==> config.mk <==
export PLATFORM = sky130hd
export DESIGN_NAME = ddram_arbiter
export DESIGN_NICKNAME = d
export VERILOG_FILES = /design/src/rtl/ddram_arb_pkg.sv /design/src/rtl/ddram_arbiter.sv
export SDC_FILE = /design/constraint.sdc
export NUM_CORES = 1
export LEC_CHECK = 0
export CAP_MARGIN = 20
export CORE_AREA = 2 2 177 179
export DETAILED_ROUTE_END_ITERATION = 7
export DIE_AREA = 0 0 179 181
export GPL_TIMING_DRIVEN = 0
export HOLD_SLACK_MARGIN = 0.03
export PLACE_DENSITY = 0.66
export SETUP_SLACK_MARGIN = 0.4
export SYNTH_ARGS = -nofsm -noshare
export SYNTH_HDL_FRONTEND = slang
export SYNTH_SLANG_ARGS = --single-unit
==> constraint.sdc <==
create_clock -name clk -period 6.2 [get_ports clk]
set_input_delay 0.62 -clock clk [delete_from_list [all_inputs] [get_ports clk]]
set_output_delay 0.62 -clock clk [all_outputs]
set_load 0.05 [all_outputs]
==> src/rtl/ddram_arb_pkg.sv <==
// Types and constants shared by the two-client DDRAM arbiter.
package ddram_arb_pkg;

    typedef enum logic [1:0] {IDLE, ISSUE, RDWAIT, DONE} state_t;
    typedef enum logic {OWN_C0, OWN_C1} owner_t;

    localparam int DDR_DW  = 64;
    localparam int DDR_BEW = 8;
    localparam logic [DDR_BEW-1:0] BE_ALL = '1;

endpackage

==> src/rtl/ddram_arbiter.sv <==
// Shares the DDRAM port between a burst-read video client (c0, priority) and a
// single-beat CPU/loader client (c1), with a starvation guard for c1.
module ddram_arbiter
    import ddram_arb_pkg::*;
#(
    parameter int AW           = 29,
    parameter int BW           = 8,
    parameter int STARVE_LIMIT = 4
) (
    input  logic               clk,
    input  logic               reset_n,

    input  logic               c0_req,
    input  logic [AW-1:0]      c0_addr,
    input  logic [BW-1:0]      c0_burst,
    output logic [DDR_DW-1:0]  c0_rdata,
    output logic               c0_rvalid,
    output logic               c0_done,

    input  logic               c1_req,
    input  logic               c1_we,
    input  logic [AW-1:0]      c1_addr,
    input  logic [DDR_DW-1:0]  c1_wdata,
    input  logic [DDR_BEW-1:0] c1_be,
    output logic [DDR_DW-1:0]  c1_rdata,
    output logic               c1_done,

    input  logic               ddram_busy,
    input  logic [DDR_DW-1:0]  ddram_dout,
    input  logic               ddram_dout_rdy,
    output logic [7:0]         ddram_burstcnt,
    output logic [AW-1:0]      ddram_addr,
    output logic               ddram_rd,
    output logic               ddram_we,
    output logic [DDR_DW-1:0]  ddram_din,
    output logic [DDR_BEW-1:0] ddram_be
);

    localparam logic [3:0]    STARVE_MAX = 4'(STARVE_LIMIT);
    localparam logic [BW-1:0] ONE_BEAT   = BW'(1);

    state_t               state_reg, state_next;
    owner_t               owner_reg;
    logic [3:0]           starve_cnt_reg;
    logic [BW-1:0]        beat_cnt_reg;
    logic [BW-1:0]        burst_reg;
    logic                 rd_reg, we_reg;
    logic [AW-1:0]        addr_reg;
    logic [DDR_DW-1:0]    din_reg;
    logic [DDR_BEW-1:0]   be_reg;
    logic [DDR_DW-1:0]    c0_rdata_reg, c1_rdata_reg;
    logic                 c0_rvalid_reg, c0_done_reg, c1_done_reg;

    logic                 grant_c0, grant_c1, beat;
    logic [BW-1:0]        c0_burst_norm;

    assign c0_burst_norm = (c0_burst == '0) ? ONE_BEAT : c0_burst;
    assign beat          = (state_reg == RDWAIT) && ddram_dout_rdy;

    always_ff @(posedge clk or negedge reset_n) begin
        if (!reset_n) begin
            state_reg <= IDLE;
        end else begin
            state_reg <= state_next;
        end
    end

    // done is registered, so it is visible while the FSM is already back in
    // IDLE; requests are not sampled in that cycle to avoid a double grant.
    always_comb begin
        state_next = state_reg;
        grant_c0   = 1'b0;
        grant_c1   = 1'b0;
        case (state_reg)
            IDLE: begin
                if (!c0_done_reg && !c1_done_reg) begin
                    if (c1_req && (!c0_req || starve_cnt_reg == STARVE_MAX)) begin
                        grant_c1 = 1'b1;
                    end else if (c0_req) begin
                        grant_c0 = 1'b1;
                    end
                end
                if (grant_c0 || grant_c1) begin
                    state_next = ISSUE;
                end
            end
            ISSUE: begin
                if (!ddram_busy) begin
                    state_next = we_reg ? DONE : RDWAIT;
                end
            end
            RDWAIT: begin
                if (beat && beat_cnt_reg == ONE_BEAT) begin
                    state_next = DONE;
                end
            end
            DONE:    state_next = IDLE;
            default: state_next = IDLE;
        endcase
    end

    always_ff @(posedge clk or negedge reset_n) begin
        if (!reset_n) begin
            owner_reg      <= OWN_C0;
            starve_cnt_reg <= '0;
            beat_cnt_reg   <= '0;
            burst_reg      <= '0;
            rd_reg         <= 1'b0;
            we_reg         <= 1'b0;
            addr_reg       <= '0;
            din_reg        <= '0;
            be_reg         <= '0;
            c0_rdata_reg   <= '0;
            c0_rvalid_reg  <= 1'b0;
            c0_done_reg    <= 1'b0;
            c1_rdata_reg   <= '0;
            c1_done_reg    <= 1'b0;
        end else begin
            if (grant_c0) begin
                owner_reg    <= OWN_C0;
                rd_reg       <= 1'b1;
                we_reg       <= 1'b0;
                addr_reg     <= c0_addr;
                burst_reg    <= c0_burst_norm;
                beat_cnt_reg <= c0_burst_norm;
                din_reg      <= '0;
                be_reg       <= BE_ALL;
            end else if (grant_c1) begin
                owner_reg    <= OWN_C1;
                rd_reg       <= !c1_we;
                we_reg       <= c1_we;
                addr_reg     <= c1_addr;
                burst_reg    <= ONE_BEAT;
                beat_cnt_reg <= ONE_BEAT;
                din_reg      <= c1_wdata;
                be_reg       <= c1_be;
            end else if (state_reg == ISSUE && !ddram_busy) begin
                rd_reg <= 1'b0;
                we_reg <= 1'b0;
            end else if (beat) begin
                beat_cnt_reg <= beat_cnt_reg - ONE_BEAT;
            end

            if (grant_c1) begin
                starve_cnt_reg <= '0;
            end else if (grant_c0 && c1_req) begin
                if (starve_cnt_reg != STARVE_MAX) begin
                    starve_cnt_reg <= starve_cnt_reg + 4'd1;
                end
            end else if (state_reg == IDLE && !c1_req) begin
                starve_cnt_reg <= '0;
            end

            c0_rvalid_reg <= beat && (owner_reg == OWN_C0);
            if (beat && owner_reg == OWN_C0) begin
                c0_rdata_reg <= ddram_dout;
            end
            if (beat && owner_reg == OWN_C1) begin
                c1_rdata_reg <= ddram_dout;
            end

            c0_done_reg <= (state_reg == DONE) && (owner_reg == OWN_C0);
            c1_done_reg <= (state_reg == DONE) && (owner_reg == OWN_C1);
        end
    end

    assign c0_rdata       = c0_rdata_reg;
    assign c0_rvalid      = c0_rvalid_reg;
    assign c0_done        = c0_done_reg;
    assign c1_rdata       = c1_rdata_reg;
    assign c1_done        = c1_done_reg;
    assign ddram_burstcnt = 8'(burst_reg);
    assign ddram_addr     = addr_reg;
    assign ddram_rd       = rd_reg;
    assign ddram_we       = we_reg;
    assign ddram_din      = din_reg;
    assign ddram_be       = be_reg;

endmodule

==> flow_metrics.py <==
metrics = {
    "synth": {
        "synth_cells": 734,
        "synth_area_um2": 10100,
        "synth_top_area_cell": "dfrtp_1",
        "synthArstFlopShare_pct": 100,
        "ys.flop_type": "dfrtp_1",
        "synth_cell_types": 49,
        "syn-num-nets": 952,
        "synth_top_cells_by_count": "dfrtp_1 (257), mux2_2 (129), nand2_1 (75), a22o_1 (40), and3_1 (30)",
        "synth_top_cell_area_share_pct": 63.7,
        "post-synth-top-count-cell": "dfrtp_1",
        "netlist_top_cells_area": "dfrtp_1 (64%), mux2_2 (14%), a22o_1 (3.5%)",
        "synth-seq-cells": 257,
        "seq_area_frac_synth_pct": 63.7,
        "synth_edf_count": 0,
        "avgSynthCellArea_um2": 13.8,
        "yosys_warnings": 0,
    },
    "timing": {
        "setup_tns_ps": 0,
        "setup_slack_ps": 3600,
        "rsz0062_at_grt": "no",
        "hold_violations": 0,
        "setup_viol": 0,
        "maxSlewViolCount": 0,
        "worst_pin_slew_ps": 734,
        "slew-limit-headroom_pct": 51.0,
        "fmax_mhz": 384,
        "timing.hold.ws_ps": 16.3,
        "final.setup_skew_ps": 14.5,
        "fin_crit_sh_pct": 42.0,
        "min_period_ps": 2600,
    },
    "drt": {
        "initialDrtViolationCount": 393,
        "antenna_left": 0,
        "wl_um": 32300,
        "first_pass_iters": 4,
        "viasPerCell": 4.84,
        "drt-wirelength-per-cell_um": 19.8,
        "drc": 0,
        "vias": 7899,
    },
    "final_layout": {
        "fin_area_um2": 16000,
        "finalNonFillerCells": 1631,
        "final_util_pct": 52.8,
        "final_nets": 1434,
        "drive_above_1_share_pct": 16.4,
        "area_growth_pct": 58.7,
    },
    "clock_network": {
        "cts_tree": "built",
        "clockBufferDepth": 3,
        "clkSlewWorstSetupHoldPaths_ps": 60,
        "cts_root_buf": "clkbuf_16",
        "insertion_delay_ps": 550,
        "clock-sinks": 257,
        "cts_resized": 0,
        "cts-buffers-inserted": 29,
        "ctsHtreeMaxLevel": 1,
        "postCtsSetupBuffers": 0,
        "cts_hold_buffers": 0,
    },
    "global_routing": {
        "grt_max_degree": 117,
        "grt-ovfl-total": 0,
        "first_global_vias": 8417,
        "antenna_found_initial": 1,
        "grt_use_total_pct": 19.4,
        "grt_pass1_wl_um": 48900,
    },
    "setup_path": {
        "critPathArrivalTime_ps": 3070,
        "crit_buf_inv": 3,
        "path_common_cell": "buf_2",
        "reg2reg_from": "state_reg[0]",
        "start_kind": "register",
        "path_cells": "inv_1 -> ha_1 -> or3b_4 -> a211oi_2 -> buf_2 -> buf_2 -> nand2_1 -> a21oi_1",
        "ff2ff_path_depth": 8,
        "cpMaxStageDelayCell": "or3b_4",
        "reg2reg_slack_ps": 3600,
        "path_class": "register to register",
        "timing.rr.end": "ddram_din[59]",
        "end_kind": "register",
        "cpPeakStageDelay_ps": 430,
        "critPathTopFamily": "buffers and inverters",
        "path_max_fanout": 10,
        "cp.required_ps": 6670,
    },
    "placed_design": {
        "gp_congestion": 0.823,
        "placed_cell_area_um2": 15200,
        "io_buffers": 449,
        "dp_slack_ps": 3000,
        "place_inst": 1581,
        "hpwl_um": 24100,
    },
    "run_status": {
        "status": "complete, no violations",
    },
    "floorplanning": {
        "pin_count": 451,
        "die-area_um2": 32400,
        "core_um2": 30300,
        "die_h_um": 181,
        "initial_core_util_pct": 33.3,
        "die_w_um": 179,
        "rows": 64,
    },
    "flow_run": {
        "drv_cap": 0,
    },
    "power_and_ir_drop": {
        "power.total_mw": 10.3,
        "power.leakage_nw": 6.93,
        "powerDensity_nw_per_um2": 642,
        "ir_worst_vdd_uv": 432,
    },
    "hold_path": {
        "hold_class": "input pin to asynchronous set/reset pin",
    },
}
## layout make-up
type | count | area [um2]
clock buffer | 41 | 801
sequential | 257 | 6430
clock inverter | 8 | 73.8
antenna | 1 | 2.50
multi-input combinational | 423 | 3420
inverter | 7 | 26.3
buffer | 47 | 220
timing repair buffer | 451 | 4550
fill | 2672 | 14300
tap | 396 | 495
## worst max-delay path by stage
stage                               from        endpoint  slack (ps)  cells past startpoint
after detailed placement  ddram_dout_rdy    c0_rdata[30]        3000                      6
after CTS                   state_reg[0]    c0_rdata[27]        3440                      7
after global placement           reset_n    ddram_din[0]       -6960                      1
final                       state_reg[0]   ddram_din[59]        3600                      8
after floorplan             state_reg[0]  ddram_addr[26]        4080                      7
after global routing        state_reg[0]   ddram_din[59]        3320                      8
## cell usage in the layout (no fill, tap or decap), types with 9 or more instances in the layout
cell type / n
mux2_2: 129
a22o_1: 40
dfrtp_1: 257
clkdlybuf4s50_1: 448
a21oi_1: 29
a221o_1: 29
buf_2: 17
and3_1: 30
ha_1: 9
clkbuf_1: 35
nor2_1: 10
nand2_1: 75
clkbuf_16: 29
## routing by layer
| metal | global-route usage [%] | wire length (um) | up-vias |
|---|---|---|---|
| li1 | - | - | 3634 |
| met1 | 23.6 | 12700 | 3900 |
| met2 | 32.2 | 15400 | 312 |
| met3 | 7.24 | 3380 | 53 |
| met4 | 5.56 | 854 | 0 |
| met5 | 0 | 0 | - |
## worst reg2reg max path, cell delays in order, from the launching register on
cell,delay (ps)
dfrtp_1,410
inv_1,150
ha_1,220
or3b_4,430
a211oi_2,380
buf_2,370
buf_2,350
nand2_1,100
a21oi_1,140
## power breakdown
part,internal (mW),total (mW),switching [mW]
Clock,0.932,1.61,0.674
Combinational,2.11,5.82,3.71
Sequential,2.44,2.86,0.416
Total,5.49,10.3,4.80
## logic make-up after synthesis
kind of cell	share of synthesized area, %
DFF	63.7
AOI/OAI and AO/OA	11.6
and+or+nand+nor	6.61
muxes	14.5
buffers and inverters	2.44
adders and majority gates	1.11
xor gates and xnor gates	0.0867
Note: power is estimated with default switching activity, not from simulation.
